$ cat src/rtl/eth_udp_rx_parser_pkg.sv
// Shared definitions for the Ethernet/IPv4/UDP receive parser: header byte
// offsets (0 = first destination-MAC byte), protocol constants, FSM states
// and a byte-select helper used by the header filter.
package eth_udp_rx_parser_pkg;

   localparam logic [5:0]  PAYLOAD_OFS    = 6'd42;
   localparam logic [5:0]  HDR_LAST_OFS   = PAYLOAD_OFS - 6'd1;
   localparam logic [5:0]  ETH_DST_OFS    = 6'd0;
   localparam logic [5:0]  ETH_DST_LAST   = 6'd5;
   localparam logic [5:0]  ETH_TYPE_OFS   = 6'd12;
   localparam logic [5:0]  IP_VER_IHL_OFS = 6'd14;
   localparam logic [5:0]  IP_PROTO_OFS   = 6'd23;
   localparam logic [5:0]  IP_DST_OFS     = 6'd30;
   localparam logic [5:0]  UDP_DPORT_OFS  = 6'd36;
   localparam logic [5:0]  UDP_LEN_OFS    = 6'd38;

   localparam logic [15:0] ETHERTYPE_IPV4 = 16'h0800;
   localparam logic [7:0]  IP_VER_IHL     = 8'h45;
   localparam logic [7:0]  IP_PROTO_UDP   = 8'd17;
   localparam logic [15:0] UDP_HDR_LEN    = 16'd8;

   typedef enum logic [1:0] {
      ST_IDLE    = 2'd0,
      ST_HDR     = 2'd1,
      ST_PAYLOAD = 2'd2,
      ST_DRAIN   = 2'd3
   } rx_state_e;

   // Byte idx of a 48-bit value, counted from the most significant byte.
   function automatic logic [7:0] sel_byte(input logic [47:0] v, input logic [2:0] idx);
      logic [47:0] shifted;
      shifted = v << {idx, 3'b000};
      return shifted[47:40];
   endfunction

endpackage

$ cat src/rtl/eth_udp_rx_parser_hdr_filter.sv
// Header filter: compares each header byte against the expected field on the
// cycle it arrives, keeps a running match flag for the frame, and captures the
// UDP length (high byte registered, low byte taken live on its own cycle).
module eth_hdr_filter
   import eth_udp_rx_parser_pkg::*;
#(
   parameter logic [47:0] MAC_ADDR  = 48'h01005E000001,
   parameter bit          CHECK_MAC = 1'b1,
   parameter logic [31:0] IP_ADDR   = 32'hE9360C6F,
   parameter logic [15:0] UDP_PORT  = 16'd26400
)(
   input  logic        i_clk,
   input  logic        i_rst_n,
   input  logic        i_byte_en,
   input  logic [5:0]  i_ofs,
   input  logic [7:0]  i_data,
   output logic        o_match,
   output logic [15:0] o_udp_len
);

   logic       r_match;
   logic [7:0] r_len_hi;
   logic       w_byte_ok;
   logic       w_match_base;

   // Per-byte field check selected by the header offset.
   always_comb begin
      w_byte_ok = 1'b1;
      if (i_ofs <= ETH_DST_LAST) begin
         w_byte_ok = !CHECK_MAC || (i_data == sel_byte(MAC_ADDR, i_ofs[2:0]));
      end else if (i_ofs == ETH_TYPE_OFS) begin
         w_byte_ok = (i_data == ETHERTYPE_IPV4[15:8]);
      end else if (i_ofs == ETH_TYPE_OFS + 6'd1) begin
         w_byte_ok = (i_data == ETHERTYPE_IPV4[7:0]);
      end else if (i_ofs == IP_VER_IHL_OFS) begin
         w_byte_ok = (i_data == IP_VER_IHL);
      end else if (i_ofs == IP_PROTO_OFS) begin
         w_byte_ok = (i_data == IP_PROTO_UDP);
      end else if ((i_ofs >= IP_DST_OFS) && (i_ofs <= IP_DST_OFS + 6'd3)) begin
         w_byte_ok = (i_data == sel_byte({IP_ADDR, 16'h0000}, 3'(i_ofs - IP_DST_OFS)));
      end else if ((i_ofs >= UDP_DPORT_OFS) && (i_ofs <= UDP_DPORT_OFS + 6'd1)) begin
         w_byte_ok = (i_data == sel_byte({UDP_PORT, 32'h0000_0000}, 3'(i_ofs - UDP_DPORT_OFS)));
      end else begin
         w_byte_ok = 1'b1;
      end
   end

   // The first header byte starts a fresh match; later bytes can only clear it.
   assign w_match_base = (i_ofs == ETH_DST_OFS) ? 1'b1 : r_match;

   // Running match flag and UDP length high byte.
   always_ff @(posedge i_clk or negedge i_rst_n) begin
      if (!i_rst_n) begin
         r_match  <= 1'b0;
         r_len_hi <= 8'h00;
      end else if (i_byte_en) begin
         r_match <= w_match_base & w_byte_ok;
         if (i_ofs == UDP_LEN_OFS) begin
            r_len_hi <= i_data;
         end
      end
   end

   assign o_match   = r_match;
   assign o_udp_len = {r_len_hi, i_data};

endmodule

$ cat src/rtl/eth_udp_rx_parser.sv
// Ethernet II / IPv4 / UDP receive parser. Filters on destination MAC, IP and
// UDP port and forwards only the UDP payload with first/last framing, one
// register stage after the input byte. Counts rejected frames (saturating).
module eth_udp_rx_parser
   import eth_udp_rx_parser_pkg::*;
#(
   parameter logic [47:0] MAC_ADDR  = 48'h01005E000001,
   parameter bit          CHECK_MAC = 1'b1,
   parameter logic [31:0] IP_ADDR   = 32'hE9360C6F,
   parameter logic [15:0] UDP_PORT  = 16'd26400
)(
   input  logic        rxClkIn,
   input  logic        rstIn,
   input  logic [7:0]  rxDataIn,
   input  logic        rxDataValidIn,
   input  logic        rxDataLastIn,
   output logic [7:0]  payloadDataOut,
   output logic        payloadValidOut,
   output logic        payloadFirstOut,
   output logic        payloadLastOut,
   output logic [15:0] payloadLenOut,
   output logic        truncErrOut,
   output logic        frameDropOut,
   output logic [15:0] dropCntOut
);

   rx_state_e   r_state, w_state_nxt;
   logic [5:0]  r_hdr_cnt, w_hdr_cnt_nxt;
   logic [15:0] r_pay_cnt, w_pay_cnt_nxt;
   logic [7:0]  r_data, w_data_nxt;
   logic        r_valid, w_valid_nxt;
   logic        r_first, w_first_nxt;
   logic        r_last, w_last_nxt;
   logic [15:0] r_len, w_len_nxt;
   logic        r_trunc, w_trunc_nxt;
   logic        r_drop, w_drop_nxt;
   logic [15:0] r_drop_cnt, w_drop_cnt_nxt;

   logic        w_hdr_en;
   logic [5:0]  w_hdr_ofs;
   logic        w_match;
   logic [15:0] w_udp_len;
   logic [15:0] w_last_idx;
   logic        w_at_end;

   // In IDLE the arriving byte is header offset 0.
   assign w_hdr_ofs  = (r_state == ST_IDLE) ? ETH_DST_OFS : r_hdr_cnt;
   assign w_hdr_en   = rxDataValidIn && ((r_state == ST_IDLE) || (r_state == ST_HDR));
   assign w_last_idx = r_len - 16'd1;
   assign w_at_end   = (r_pay_cnt == w_last_idx);

   eth_hdr_filter #(
      .MAC_ADDR  (MAC_ADDR),
      .CHECK_MAC (CHECK_MAC),
      .IP_ADDR   (IP_ADDR),
      .UDP_PORT  (UDP_PORT)
   ) u_hdr_filter (
      .i_clk     (rxClkIn),
      .i_rst_n   (rstIn),
      .i_byte_en (w_hdr_en),
      .i_ofs     (w_hdr_ofs),
      .i_data    (rxDataIn),
      .o_match   (w_match),
      .o_udp_len (w_udp_len)
   );

   // Next-state, counters and next output values.
   always_comb begin
      w_state_nxt   = r_state;
      w_hdr_cnt_nxt = r_hdr_cnt;
      w_pay_cnt_nxt = r_pay_cnt;
      w_data_nxt    = 8'h00;
      w_valid_nxt   = 1'b0;
      w_first_nxt   = 1'b0;
      w_last_nxt    = 1'b0;
      w_len_nxt     = r_len;
      w_trunc_nxt   = 1'b0;
      w_drop_nxt    = 1'b0;

      case (r_state)
         ST_IDLE: begin
            if (rxDataValidIn) begin
               w_hdr_cnt_nxt = 6'd1;
               if (rxDataLastIn) begin
                  w_drop_nxt = 1'b1;
               end else begin
                  w_state_nxt = ST_HDR;
               end
            end else begin
               w_state_nxt = ST_IDLE;
            end
         end
         ST_HDR: begin
            if (rxDataValidIn) begin
               w_hdr_cnt_nxt = r_hdr_cnt + 6'd1;
               if (r_hdr_cnt == UDP_LEN_OFS + 6'd1) begin
                  if (w_udp_len < UDP_HDR_LEN) begin
                     w_drop_nxt  = 1'b1;
                     w_state_nxt = rxDataLastIn ? ST_IDLE : ST_DRAIN;
                  end else if (w_udp_len == UDP_HDR_LEN) begin
                     // Empty datagram: nothing to forward, not a rejection.
                     w_state_nxt = rxDataLastIn ? ST_IDLE : ST_DRAIN;
                  end else begin
                     w_len_nxt = w_udp_len - UDP_HDR_LEN;
                     if (rxDataLastIn) begin
                        w_drop_nxt  = 1'b1;
                        w_state_nxt = ST_IDLE;
                     end else begin
                        w_state_nxt = ST_HDR;
                     end
                  end
               end else if (r_hdr_cnt == HDR_LAST_OFS) begin
                  if (!w_match) begin
                     w_drop_nxt  = 1'b1;
                     w_state_nxt = rxDataLastIn ? ST_IDLE : ST_DRAIN;
                  end else if (rxDataLastIn) begin
                     // Accepted header but the frame carries no payload at all.
                     w_trunc_nxt = 1'b1;
                     w_state_nxt = ST_IDLE;
                  end else begin
                     w_pay_cnt_nxt = 16'd0;
                     w_state_nxt   = ST_PAYLOAD;
                  end
               end else if (rxDataLastIn) begin
                  w_drop_nxt  = 1'b1;
                  w_state_nxt = ST_IDLE;
               end else begin
                  w_state_nxt = ST_HDR;
               end
            end else begin
               w_state_nxt = ST_HDR;
            end
         end
         ST_PAYLOAD: begin
            if (rxDataValidIn) begin
               w_data_nxt    = rxDataIn;
               w_valid_nxt   = 1'b1;
               w_first_nxt   = (r_pay_cnt == 16'd0);
               w_last_nxt    = w_at_end || rxDataLastIn;
               w_trunc_nxt   = rxDataLastIn && !w_at_end;
               w_pay_cnt_nxt = r_pay_cnt + 16'd1;
               if (rxDataLastIn) begin
                  w_state_nxt = ST_IDLE;
               end else if (w_at_end) begin
                  w_state_nxt = ST_DRAIN;
               end else begin
                  w_state_nxt = ST_PAYLOAD;
               end
            end else begin
               w_state_nxt = ST_PAYLOAD;
            end
         end
         ST_DRAIN: begin
            if (rxDataValidIn && rxDataLastIn) begin
               w_state_nxt = ST_IDLE;
            end else begin
               w_state_nxt = ST_DRAIN;
            end
         end
         default: begin
            w_state_nxt = ST_IDLE;
         end
      endcase

      if (w_drop_nxt && (r_drop_cnt != 16'hFFFF)) begin
         w_drop_cnt_nxt = r_drop_cnt + 16'd1;
      end else begin
         w_drop_cnt_nxt = r_drop_cnt;
      end
   end

   // State, counters and registered outputs.
   always_ff @(posedge rxClkIn or negedge rstIn) begin
      if (!rstIn) begin
         r_state    <= ST_IDLE;
         r_hdr_cnt  <= 6'd0;
         r_pay_cnt  <= 16'd0;
         r_data     <= 8'h00;
         r_valid    <= 1'b0;
         r_first    <= 1'b0;
         r_last     <= 1'b0;
         r_len      <= 16'd0;
         r_trunc    <= 1'b0;
         r_drop     <= 1'b0;
         r_drop_cnt <= 16'd0;
      end else begin
         r_state    <= w_state_nxt;
         r_hdr_cnt  <= w_hdr_cnt_nxt;
         r_pay_cnt  <= w_pay_cnt_nxt;
         r_data     <= w_data_nxt;
         r_valid    <= w_valid_nxt;
         r_first    <= w_first_nxt;
         r_last     <= w_last_nxt;
         r_len      <= w_len_nxt;
         r_trunc    <= w_trunc_nxt;
         r_drop     <= w_drop_nxt;
         r_drop_cnt <= w_drop_cnt_nxt;
      end
   end

   assign payloadDataOut  = r_data;
   assign payloadValidOut = r_valid;
   assign payloadFirstOut = r_first;
   assign payloadLastOut  = r_last;
   assign payloadLenOut   = r_len;
   assign truncErrOut     = r_trunc;
   assign frameDropOut    = r_drop;
   assign dropCntOut      = r_drop_cnt;

endmodule

$ cat config.mk
export PLATFORM = sky130hd
export DESIGN_NAME = eth_udp_rx_parser
export DESIGN_NICKNAME = d
export VERILOG_FILES = /design/src/rtl/eth_udp_rx_parser_pkg.sv /design/src/rtl/eth_udp_rx_parser_hdr_filter.sv /design/src/rtl/eth_udp_rx_parser.sv
export SDC_FILE = /design/constraint.sdc
export NUM_CORES = 1
export LEC_CHECK = 0
export BUFFER_PORTS_ARGS = -buffer_cell sky130_fd_sc_hd__buf_2
export CORE_MARGIN = 3
export CORE_UTILIZATION = 59
export DETAILED_ROUTE_END_ITERATION = 10
export PLACE_DENSITY = 0.81
export SLEW_MARGIN = 20
export SYNTH_ARGS = -nofsm -noshare
export SYNTH_HDL_FRONTEND = slang
export SYNTH_SLANG_ARGS = --single-unit
$ cat constraint.sdc
create_clock -name rxClkIn -period 4 [get_ports rxClkIn]
set_clock_uncertainty 0.2 [all_clocks]
set_input_delay 0.8 -clock rxClkIn [delete_from_list [all_inputs] [get_ports rxClkIn]]
set_output_delay 0.8 -clock rxClkIn [all_outputs]
set_load 0.1 [all_outputs]
# ---- Word-level counts from Yosys, hierarchy flattened
# Cells that the tools add are included.
dict set report word_totals {
  regBits 78
  latch_bits 0
  ramBits 0
  romBits 0
  memories 0
}
dict set report classes {
  n_addsub 7
  multipliers 0
  n_div 0
  n_lt_le_gt_ge 6
  eq_ne 27
  shift 3
  n_mux 58
  bitwise 3
  n_reduce_logical 19
}
# op count
set ops {}
lappend ops {{16-bit two-way mux} 6}
lappend ops {{41-bit by 6-bit left shift with 48-bit output, first input constant} 1}
lappend ops {{47-bit by 6-bit left shift with 48-bit output, first input constant} 1}
lappend ops {{48-bit by 6-bit left shift with 48-bit output, first input constant} 1}
lappend ops {{16-bit by 1-bit adder with 16-bit output, second input constant} 2}
lappend ops {{16-bit one-hot mux with 2 select lines} 1}
lappend ops {{1-bit two-way mux} 29}
lappend ops {{2-bit two-way mux} 13}
lappend ops {{8-bit equality test} 3}
lappend ops {{6-bit by 4-bit equality test with 1-bit output, second input constant} 3}
lappend ops {{6-bit equality test, second input constant} 3}
lappend ops {{6-bit two-way mux} 3}
lappend ops {{16-bit equality test} 1}
lappend ops {{16-bit by 4-bit equality test with 1-bit output, second input constant} 1}
lappend ops {{16-bit logical NOT} 1}
lappend ops {{16-bit by 4-bit less-than comparator with 1-bit output, second input constant} 1}
lappend ops {{8-bit two-way mux} 2}
lappend ops {{16-bit != test, second input constant} 1}
lappend ops {{16-bit by 1-bit subtractor with 16-bit output, second input constant} 1}
lappend ops {{16-bit by 4-bit subtractor with 16-bit output, second input constant} 1}
lappend ops {{6-bit <= comparator, second input constant} 2}
lappend ops {{6-bit one-hot mux with 2 select lines} 1}
lappend ops {{2-bit != test, second input constant} 5}
lappend ops {{8-bit by 4-bit equality test with 1-bit output, second input constant} 1}
lappend ops {{27 further kinds} 39}

# ---- Depth between registers and ports, before layout
# Gate-level depths: netlist of the first run.
dict set report logic_depth {
  word_depth 13
  mapped_depth 14
  ltp_nobuf 12
}

# ---- By module
# From an unflattened synthesis of the first run, not the netlist that was laid out.
dict set report hier_totals {
  cells_unflattened 554
  hier_area_um2 4992.3
}
# mod n_inst cells_each area_per_inst_um2 seq_area_each_um2
set modules_own_cells {}
lappend modules_own_cells {eth_udp_rx_parser 1 450 4061.4 1726.7}
lappend modules_own_cells {eth_hdr_filter 1 104 930.9 225.2}

# ---- Worst setup path after synthesis of the first run
# Ideal clock, no wire load.
dict set report synth_timing {
  path_kind {input port to flip-flop}
  start {in rxDataIn[5]}
  end {reg r_drop_cnt[1], in the netlist dropCntOut[1]}
  setup_ns 0.126
  arrival_time_ns 2.908
  required_time_ns 3.674
  slack_ns 0.767
  cell_stages 8
  n_path_buf 2
  cell_sequence {clkbuf_1 -> or2_2 -> or3_1 -> or3_1 -> a221oi_2 -> nor2b_1 -> buf_2 -> mux2_2}
}
dict set report synth_between {
  elab_chain_len 7
}
# item line_no
set synth_rtl {}
lappend synth_rtl {{start, declared} eth_udp_rx_parser.sv:14} ;# input logic [7:0] rxDataIn,
lappend synth_rtl {{branches (longest 2 deep; another with 16-bit by 4-bit less-than comparator with 1-bit output)} n/a}
lappend synth_rtl {{1-bit two-way mux (*)} eth_udp_rx_parser.sv:97} ;# if (w_udp_len < UDP_HDR_LEN) begin
lappend synth_rtl {{1-bit two-way mux (*)} eth_udp_rx_parser.sv:96} ;# if (r_hdr_cnt == UDP_LEN_OFS + 6'd1) begin
lappend synth_rtl {{1-bit two-way mux (*)} eth_udp_rx_parser.sv:94} ;# if (rxDataValidIn) begin
lappend synth_rtl {{1-bit one-hot mux with 2 select lines (*)} eth_udp_rx_parser.sv:80} ;# case (r_state)
lappend synth_rtl {{via w_drop_nxt} eth_udp_rx_parser.sv:36} ;# logic r_drop, w_drop_nxt;
lappend synth_rtl {{1-bit logical AND (*)} eth_udp_rx_parser.sv:165} ;# if (w_drop_nxt && (r_drop_cnt != 16'hFFFF)) begin
lappend synth_rtl {{end signal, assigned} eth_udp_rx_parser.sv:197} ;# r_drop_cnt <= w_drop_cnt_nxt;
lappend synth_rtl {{end, declared} eth_udp_rx_parser.sv:37} ;# logic [15:0] r_drop_cnt, w_drop_cnt_nxt;
# Mark *: on every way through the listed nets, which the timed path passes.
# A chain may end at the register's enable or synchronous reset.

# ---- Worst setup path in the final report of the first run
dict set report layout_timing {
  start {reg r_state[0]}
  end {reg u_hdr_filter.r_match, in the netlist u_hdr_filter.o_match}
}
dict set report layout_between {
  elab_chain_len 13
}
# item line_no
set layout_rtl {}
lappend layout_rtl {{start, declared} eth_udp_rx_parser.sv:27} ;# rx_state_e r_state, w_state_nxt;
lappend layout_rtl {{start signal, assigned} eth_udp_rx_parser.sv:187} ;# r_state <= w_state_nxt;
lappend layout_rtl {{2-bit logical NOT} {eth_udp_rx_parser.sv:47, eth_udp_rx_parser.sv:48}}
lappend layout_rtl {{6-bit two-way mux} eth_udp_rx_parser.sv:47} ;# assign w_hdr_ofs = (r_state == ST_IDLE) ? ETH_DST_OFS : r_hdr_cnt;
lappend layout_rtl {{3-bit subtractor} eth_udp_rx_parser_hdr_filter.sv:42} ;# w_byte_ok = (i_data == sel_byte({UDP_PORT, 32'h0000_0000}, 3'(i_ofs - UDP_DPORT_OFS)));
lappend layout_rtl {{47-bit by 6-bit left shift with 48-bit output} eth_udp_rx_parser_pkg.sv:32} ;# shifted = v << {idx, 3'b000};
lappend layout_rtl {{8-bit equality test} eth_udp_rx_parser_hdr_filter.sv:42}
lappend layout_rtl {{1-bit two-way mux} eth_udp_rx_parser_hdr_filter.sv:41} ;# end else if ((i_ofs >= UDP_DPORT_OFS) && (i_ofs <= UDP_DPORT_OFS + 6'd1)) begin
lappend layout_rtl {{1-bit two-way mux} eth_udp_rx_parser_hdr_filter.sv:39} ;# end else if ((i_ofs >= IP_DST_OFS) && (i_ofs <= IP_DST_OFS + 6'd3)) begin
lappend layout_rtl {{1-bit two-way mux} eth_udp_rx_parser_hdr_filter.sv:37} ;# end else if (i_ofs == IP_PROTO_OFS) begin
lappend layout_rtl {{1-bit two-way mux} eth_udp_rx_parser_hdr_filter.sv:35} ;# end else if (i_ofs == IP_VER_IHL_OFS) begin
lappend layout_rtl {{1-bit two-way mux} eth_udp_rx_parser_hdr_filter.sv:33} ;# end else if (i_ofs == ETH_TYPE_OFS + 6'd1) begin
lappend layout_rtl {{1-bit two-way mux} eth_udp_rx_parser_hdr_filter.sv:31} ;# end else if (i_ofs == ETH_TYPE_OFS) begin
lappend layout_rtl {{1-bit two-way mux} eth_udp_rx_parser_hdr_filter.sv:29} ;# if (i_ofs <= ETH_DST_LAST) begin
lappend layout_rtl {{1-bit AND} eth_udp_rx_parser_hdr_filter.sv:57} ;# r_match <= w_match_base & w_byte_ok;
lappend layout_rtl {{end signal, assigned} eth_udp_rx_parser_hdr_filter.sv:57}
lappend layout_rtl {{end, declared} eth_udp_rx_parser_hdr_filter.sv:21} ;# logic r_match;
# Several ways; a longest one is shown, not always the timed one.

==> results of run 1 <==
## cell type report
type / instances / area (sq um) / share of cell area
multi-input combinational: 409 / 2700 / 0.503
sequential: 78 / 1950 / 0.364
timing repair buffer: 61 / 320 / 0.0598
clock buffer: 11 / 131 / 0.0245
tap: 102 / 128 / 0.0238
inverter: 19 / 71.3 / 0.0133
clock inverter: 5 / 60.1 / 0.0112
## Yosys cell counts, types with 5 or more instances
library cell               count
sky130_fd_sc_hd__a22o_1        5
sky130_fd_sc_hd__or4_1         5
sky130_fd_sc_hd__and3_1       14
sky130_fd_sc_hd__nand4_1      12
sky130_fd_sc_hd__inv_1        19
sky130_fd_sc_hd__clkbuf_1     32
sky130_fd_sc_hd__mux2_2       10
sky130_fd_sc_hd__nand2_1      48
sky130_fd_sc_hd__nor2_1       37
sky130_fd_sc_hd__o21ai_0      26
sky130_fd_sc_hd__nand3_1      27
sky130_fd_sc_hd__dfrtp_1      78
sky130_fd_sc_hd__ha_1         17
sky130_fd_sc_hd__nor3_1       17
sky130_fd_sc_hd__xor2_1       13
sky130_fd_sc_hd__xnor2_1      37
sky130_fd_sc_hd__o22ai_1       5
sky130_fd_sc_hd__or3_1        13
sky130_fd_sc_hd__nor4_1       10
sky130_fd_sc_hd__a21oi_1      26
sky130_fd_sc_hd__a21o_1        5
sky130_fd_sc_hd__o31ai_1      10
sky130_fd_sc_hd__nor2b_1       9
## metrics by stage
stage / hold WS (ns) / worst slack (ns) / area (sq um) / power [W] / utilization
after floorplan: 0.256 / 0.767 / 4850 / 0.00135 / -
after global placement: 0.270 / 0.675 / 5170 / 0.00147 / 0.658
after detailed placement: 0.285 / 0.629 / 5170 / 0.00148 / 0.658
after CTS: 0.300 / 0.794 / 5360 / 0.00207 / 0.683
after global routing: 0.320 / 0.583 / 5360 / 0.00217 / 0.683
final: 0.301 / 0.784 / 5360 / 0.00207 / 0.683
## logic make-up after synthesis
| family | share of synthesized area |
|---|---|
| AND/OR/NAND/NOR | 0.249 |
| AO/OA/AOI/OAI | 0.142 |
| flip-flops | 0.402 |
| buffers and inverters | 0.0431 |
| XOR/XNOR | 0.0903 |
| adder cells (fa/ha/maj) | 0.0438 |
| multiplexers | 0.0294 |
## power groups by stage
stage / clock, W / sequential [W] / combinational (W)
after CTS: 0.000599 / 0.000915 / 0.000555
after global routing: 0.000641 / 0.000928 / 0.000598
after global placement: 0 / 0.000925 / 0.000544
after floorplan: 0 / 0.00108 / 0.000274
after detailed placement: 0 / 0.000930 / 0.000553
final: 0.000593 / 0.000918 / 0.000554
## worst max path at each step
stage / endpoint / slack [ns] / depth (start not counted)
floorplan: dropCntOut[1] / 0.77 / 8
global placement: dropCntOut[1] / 0.68 / 8
detailed placement: dropCntOut[15] / 0.63 / 8
CTS: u_hdr_filter.o_match / 0.79 / 11
global route: u_hdr_filter.o_match / 0.58 / 11
finish: u_hdr_filter.o_match / 0.78 / 11
## cell usage in the layout, fill, tap and decap left out, types with 12 or more instances in the layout
master	n
sky130_fd_sc_hd__nand2_1	48
sky130_fd_sc_hd__dfrtp_1	78
sky130_fd_sc_hd__a21oi_1	26
sky130_fd_sc_hd__nand3_1	27
sky130_fd_sc_hd__xor2_1	13
sky130_fd_sc_hd__nor2_1	37
sky130_fd_sc_hd__nand4_1	12
sky130_fd_sc_hd__ha_1	17
sky130_fd_sc_hd__buf_2	55
sky130_fd_sc_hd__xnor2_1	37
sky130_fd_sc_hd__nor3_1	16
sky130_fd_sc_hd__o21ai_0	26
sky130_fd_sc_hd__or3_1	13
sky130_fd_sc_hd__inv_1	19
sky130_fd_sc_hd__and3_1	14
## worst max-delay path, cell delays in order, from the launching register on
cell	delay, ns
sky130_fd_sc_hd__dfrtp_1	0.41
sky130_fd_sc_hd__inv_1	0.08
sky130_fd_sc_hd__ha_1	0.24
sky130_fd_sc_hd__buf_4	0.21
sky130_fd_sc_hd__nand2b_1	0.20
sky130_fd_sc_hd__ha_1	0.35
sky130_fd_sc_hd__or3b_2	0.48
sky130_fd_sc_hd__a222oi_1	0.38
sky130_fd_sc_hd__nand4_1	0.16
sky130_fd_sc_hd__a21oi_1	0.19
sky130_fd_sc_hd__a21oi_1	0.08
sky130_fd_sc_hd__o21ai_0	0.16
## registers in the layout, summed over array words and instances (netlist names)
signal	count
dropCntOut	16
payloadLenOut	16
r_pay_cnt	16
payloadDataOut	8
u_hdr_filter.r_len_hi	8
r_hdr_cnt	6
r_state	2
frameDropOut	1
payloadFirstOut	1
payloadLastOut	1
payloadValidOut	1
truncErrOut	1
u_hdr_filter.o_match	1
## routing by layer
layer,vias up,global-route usage,part of all wire
met5,-,0,0
met4,0,0.0886,0.027
met2,178,0.417,0.48
met3,29,0.0490,0.066
met1,2056,0.363,0.43
li1,2010,-,-
==> summary.md, run 1 <==
Setup repair after global routing left no endpoint under its margin. The first element of the critical path is r_state[0]. The number of cells on the worst reg-to-reg path is 11. The tools report the post-CTS setup-driven buffer insertion count as 0.

Across the VDD grid, the largest voltage drop is 0.000664 V. The worst register-to-register path has a setup slack of 0.78 ns. Row generation in the floorplan step produced 32 rows.

In this run the remaining antenna-violating nets after routing total 0. Among all flip-flop cells after synthesis, the most frequent one is sky130_fd_sc_hd__dfrtp_1. The initial core utilization was 0.618.

The category of the most critical setup path is register to register. The clock passes through at most 2 buffers. The top cell type's share of synthesized area was 0.402; the count of placed standard cells including taps was 669.

Internal power comes to 0.00128 W. Entering global routing, the biggest net connects 79 pins. After synthesis, the cell types taking the most area are sky130_fd_sc_hd__dfrtp_1, sky130_fd_sc_hd__xnor2_1, sky130_fd_sc_hd__ha_1, sky130_fd_sc_hd__nand2_1, sky130_fd_sc_hd__nor2_1. The root buffer cell chosen for the clock tree is sky130_fd_sc_hd__clkbuf_8.

The total negative setup slack is 0 ns. From synthesis to final layout, the design area changed by 10.4%. Derived from the worst setup path, the maximum achievable clock frequency is 311 MHz. The total wire length after detailed routing was 11,900 um; the count of pins over their slew limit was 0. The synthesized design contains 78 register bits. The share of flip-flops with an asynchronous set or reset was 1.00. The flow ran to the end, and the final reports show no timing, DRC or antenna violations. The max-slew headroom at the worst pin is 0.354.

Power share of the sequential group: 0.444. The first TritonRoute pass finished after 5 iterations. For the final non-filler cell total, the log shows 685.

The number of violations of the max-capacitance limit came out at 0. The share of final-layout standard cells stronger than drive strength 1 is 0.170. The part of the Yosys area used for sequential elements is 0.402. The run gives 0.268 as the logic gate share of total power. The repair_antennas step left the layout with diodes totalling 0. The number of antenna violations at the first check in global routing was 0. Setup violations remaining at the end of the flow were counted as 0.

The tools report the number of standard cells after synthesis as 542. Detailed placement finished with a half-perimeter wire length of 8460 um. The worst setup path is captured at a register. Post-CTS repair changed the size of 0 cells.

The filler cells instantiated in the layout total 632. Global-route wire length before repair: 20,500 um. The overall fraction of global-route tracks in use was 0.263. The number of warning messages in the yosys log is 0, and the number of nets produced by synthesis is 571.

Routability-driven placement finished with a final weighted congestion of 0.951. The number of nets in the layout came out at 607. The die covers 0.00935 sq mm. Number of vias after detailed routing: 4,273.

Summed over all instances, the cell type with the most area after synthesis is sky130_fd_sc_hd__dfrtp_1. TritonCTS built the clock tree. The logs give 0 for the number of hold violations in the final report and 2.50 nW for the leakage power. In the final routed layout, each cell accounts on average for 17.4 um. The detailed router finished its first iteration with 262 violations.

The path with the worst hold slack has its endpoint at dropCntOut[5]. Power spread over the standard cell area amounts to 385 mW/mm^2. In the routed layout, each cell is associated on average with a via count of 6.24. The classification of the worst-slack hold path is register to register.

The final worst-path cycle share is 0.804. The tools report the reg-to-reg endpoint as u_hdr_filter.o_match. The summed instance area of the synthesized netlist is 0.00485 sq mm, and the count of hold-fix buffers inserted at cts is 0. The tools report the number of buffers inserted during clock tree synthesis as 9. The worst min-delay path startpoint is dropCntOut[5]. In this run the number of H-tree levels came out at 3. For this run the aggregate overflow at the end of global routing stands at 0. The die is 96.7 um wide.

After detailed routing, the number of remaining DRC violations is 0. Along the worst path, the maximum fanout reaches 16. The tools report the via count of the first global-routing pass as 4,146. The relative contribution of the clock network to total power was 0.287; the count of buffers from port buffering was 56.

For this design, the sink count on the clock tree is 78. The switching part of the total works out to 0.380. For the clock latency of the later-clocked register in the worst-skew pair, the log shows 0.36 ns. For the number of distinct standard cells referenced by the synthesized netlist, the log shows 60.

The sort of element at the start of the critical path was a register. Counting flops with a built-in enable in the synthesized netlist gives 0. In this run the mean area of a mapped cell was 8.95 sq um. At the pin with the least slew margin, the transition time is 0.969 ns.

57 I/O pins were placed. For this design the total switching power over the nets is 0.000786 W. The instance count along the most critical hold path was 1; the core area was 0.00785 sq mm.

The origin of the critical flop-to-flop path was r_state[0]. The clock slew seen by the registers of the worst setup and hold paths came out at 0.09 ns. For the finished layout, the period the worst path requires is 3.22 ns. Measured along the y axis, the die boundary spans 96.7 um. Signal arrival time at the worst endpoint: 3.29 ns. For the endpoint required time on the critical path, the log shows 4.08 ns.
(Power assumes the default switching activity.)
==> inputs of run 2 (changes only) <==
--- a/config.mk
+++ b/config.mk
@@ -5,9 +5,10 @@
 export SDC_FILE = /design/constraint.sdc
 export NUM_CORES = 1
 export LEC_CHECK = 0
+export ABC_AREA = 1
 export BUFFER_PORTS_ARGS = -buffer_cell sky130_fd_sc_hd__buf_2
 export CORE_MARGIN = 3
-export CORE_UTILIZATION = 59
+export CORE_UTILIZATION = 60
 export DETAILED_ROUTE_END_ITERATION = 10
 export PLACE_DENSITY = 0.81
 export SLEW_MARGIN = 20
==> constraint.sdc (replaced) <==
create_clock -name rxClkIn -period 3.3 [get_ports rxClkIn]
set_clock_uncertainty 0.2 [all_clocks]
set_input_delay 0.66 -clock rxClkIn [delete_from_list [all_inputs] [get_ports rxClkIn]]
set_output_delay 0.66 -clock rxClkIn [all_outputs]
set_load 0.1 [all_outputs]
==> run 2 against run 1 <==
  * Core utilization is 1.7 points higher
  * Wire length is 15% higher
  * Final cell count grew 32%
  * Design area grew 10%
  * Power up 60%
  * Area after synthesis grew 9.7%
  * Critical endpoint unchanged
  * Non-clock buffer count fell by 3
  * Critical path type unchanged
  * Via count grew 21%
  * Sequential share of layout area decreased by 3.3 points
==> summary.md, run 2 <==
In this run the remaining antenna-violating nets after routing total 0. A synthesized cell averages 7.25 sq um. The cell count after synthesis came out at 734. The number of buffers inserted during clock tree synthesis came out at 9.

Entering global routing, the biggest net connects 79 pins. Hold is met by 0.245 ns. The region available for standard cell placement spans 0.00842 sq mm. The final worst-path cycle share was 0.818; the total wire length after detailed routing was 13,800 um. Timing analysis after detailed placement gives a worst setup slack of 0.628 ns. The tools report the number of vias after detailed routing as 5,184.

The tools report the sort of element at the start of the critical path as a register. The number of antenna violations at the first check in global routing came out at 0. The repair_antennas step left the layout with diodes totalling 0. By instance count, the leading cell after synthesis is sky130_fd_sc_hd__nand2_1. The commonest register cell after synthesis was sky130_fd_sc_hd__dfrtp_1. The summed area of non-filler cells in the final layout was 0.00590 sq mm; the number of warning messages in the yosys log was 0. The total negative setup slack came out at 0 ns. Row generation in the floorplan step produced 33 rows. Counting flops with a built-in enable in the synthesized netlist gives 0. TritonCTS built the clock tree. The die outline width is 100 um. Setup repair after global routing left no endpoint under its margin. Setup violations remaining at the end of the flow were counted as 0. IR analysis of the VDD net gives a maximum drop of 0.000841 V. The slew of the pin with the lowest slew margin is 0.982 ns, and the TritonCTS sink count is 78.

The share of flip-flops with an asynchronous set or reset is 1.00, and the top-level I/O count is 57. The height of the die came out at 100 um. The tools report the max-slew headroom at the worst pin as 0.345. The number of hold violations in the final report was 0; the final worst slack was 0.599 ns. Buffers inserted to repair hold after CTS numbered 0. The flow ran to the end, and the final reports show no timing, DRC or antenna violations.

Counting instances in the post-synthesis netlist gives the leading cell types as sky130_fd_sc_hd__nand2_1, sky130_fd_sc_hd__inv_1, sky130_fd_sc_hd__nor2_1. In the layout the commonest cells are sky130_fd_sc_hd__nand2_1, sky130_fd_sc_hd__inv_1, sky130_fd_sc_hd__nor2_1. The tightest min-delay check is of the input port to asynchronous set/reset pin type. The total overflow left after global routing is 0. Clock-pin slew was measured on the worst setup and hold paths at 0.09 ns. Data on the critical path arrives at its endpoint at 2.78 ns. The clock reaches the later pin of the worst-skew pair after 0.35 ns. Cell accounting for the most synthesized area: sky130_fd_sc_hd__dfrtp_1. Summing every instance area after synthesis gives 0.00533 sq mm. The initial core utilization is 0.632.

Buffers added to address setup during post-CTS repair amount to 0. Dividing the detail-routed wire length by the instance count gives 15.3 um. The analysis attributes to cell leakage a power of 2.98 nW.

The largest fanout on the critical path is 7, and the number of detailed-route iterations in the first pass is 5. The first global-routing pass estimated 23,500 um of wire. The tools report the number of nets produced by synthesis as 763.

The share of final-layout standard cells stronger than drive strength 1 is 0.142. Category of the most critical setup path: register to register. The logs give 0.00568 sq mm for the post-detailed-placement cell area and 0.0100 sq mm for the area of the die. Leading cell type in the layout, fill and taps excluded: sky130_fd_sc_hd__nand2_1. For the worst setup path, the data required time is 3.38 ns. The final weighted congestion of routability-driven global placement was 0.992; the count of buffers from port buffering was 56. For this run, design rule violations remaining after detail routing come to 0.

In this run, synthesis produced a sequential element count of 78. The net count of the finished layout is 822. The logs give 2 for the maximum root-to-sink buffer count and 5,029 for the via count of the first global-routing pass. The count of pins over their slew limit came out at 0. Post-CTS repair changed the size of 0 cells. First-iteration detailed-routing DRC count: 329.

The number of H-tree levels came out at 3. The worst setup path is captured at a register. The tool flagged a number of max-cap violations equal to 0. Part of the Yosys area used for sequential elements: 0.367.

The detailed placer's ending HPWL is 10,400 um, and the minimum clock period is 2.70 ns. The top cell type's share of synthesized area is 0.367, and the number of distinct standard cells referenced by the synthesized netlist is 42. Dividing total power by cell area gives a power density of 560 mW/mm^2. The tools report the maximum clock frequency as 370 MHz. The overall fraction of global-route tracks in use was 0.290. After synthesis, the cell types taking the most area are sky130_fd_sc_hd__dfrtp_1, sky130_fd_sc_hd__nand2_1, sky130_fd_sc_hd__inv_1, sky130_fd_sc_hd__nor2_1, sky130_fd_sc_hd__nand3_1. Dividing the detail-routed via count by the number of cells gives 5.75. The buffer cell driving the clock tree root is sky130_fd_sc_hd__clkbuf_8. From synthesis to final layout, the design area changed by 10.7%.
==> run 2: changes by cell type in the layout (fill, tap and decap cells not counted), moves of 22 or more <==
cell,delta
sky130_fd_sc_hd__nand2_1,+126
sky130_fd_sc_hd__inv_1,+70
sky130_fd_sc_hd__nor2_1,+51
sky130_fd_sc_hd__xnor2_1,-26
sky130_fd_sc_hd__nand3_1,+22
sky130_fd_sc_hd__o21ai_0,+22
==> run 2: metrics by stage <==
stage / cells / total power, W / utilization
floorplan: 734 / 0.00227 / -
global placement: 887 / 0.00248 / 0.675
detailed placement: 887 / 0.00252 / 0.675
CTS: 902 / 0.00331 / 0.700
global route: 902 / 0.00347 / 0.700
finish: 902 / 0.00330 / 0.700
==> run 2: metal layers <==
layer / GRT usage / wire length (um) / up-vias / part of all wire
met3: 0.0528 / 849 / 45 / 0.062
met5: 0 / 0 / - / 0
met4: 0.124 / 378 / 0 / 0.027
li1: - / - / 2523 / -
met2: 0.460 / 6510 / 216 / 0.47
met1: 0.389 / 6030 / 2400 / 0.44
==> run 2: area by class of cell <==
class                      instances  area (sq um)
clock buffer                       9           124
multi-input combinational        548          2930
inverter                          98           373
fill                             713          2530
timing repair buffer              58           298
sequential                        78          1950
clock inverter                     6          87.6
tap                              105           131
==> run 2: report_power, final <==
part	switching [W]	internal, W
Combinational	0.00106	0.000296
Sequential	0.000109	0.00105
Clock	0.000369	0.000422
==> run 2: worst paths after layout <==
check | slack, ns | depth (start not counted) | startpoint | end
setup / recovery | 0.60 | 14 | r_state[0] | u_hdr_filter.o_match
hold / removal | 0.25 | 1 | rstIn | payloadLenOut[13]
setup reg to reg | 0.60 | 14 | r_state[0] | u_hdr_filter.o_match
hold reg to reg | 0.32 | 2 | u_hdr_filter.r_len_hi[1] | u_hdr_filter.r_len_hi[1]
min in group rxClkIn | 0.32 | 2 | u_hdr_filter.r_len_hi[1] | u_hdr_filter.r_len_hi[1]
max in group asynchronous | 2.00 | 1 | rstIn | r_pay_cnt[6]
==> run 2: critical path: stages, from the launching register on <==
cell and delay [ns]:
sky130_fd_sc_hd__dfrtp_1 0.40, sky130_fd_sc_hd__inv_1 0.08, sky130_fd_sc_hd__ha_1 0.29, sky130_fd_sc_hd__nor2_1 0.27
sky130_fd_sc_hd__inv_1 0.14, sky130_fd_sc_hd__ha_1 0.32, sky130_fd_sc_hd__o21ai_0 0.15, sky130_fd_sc_hd__nand2_1 0.06
sky130_fd_sc_hd__nor3_1 0.17, sky130_fd_sc_hd__nand4_1 0.12, sky130_fd_sc_hd__nand2_1 0.09, sky130_fd_sc_hd__nand4_1 0.08
sky130_fd_sc_hd__nand2_1 0.09, sky130_fd_sc_hd__nand2_1 0.05, sky130_fd_sc_hd__a21oi_1 0.12
==> run 2: kinds of logic (layout without fill, tap and decap cells) <==
family	after synthesis	count (layout)	synth area share
buffers and inverters	108	171	0.0832
AO/OA/AOI/OAI	106	106	0.121
flip-flops	78	78	0.367
adder cells (fa/ha/maj)	17	17	0.0399
AND/OR/NAND/NOR	387	387	0.326
XOR/XNOR	38	38	0.0625
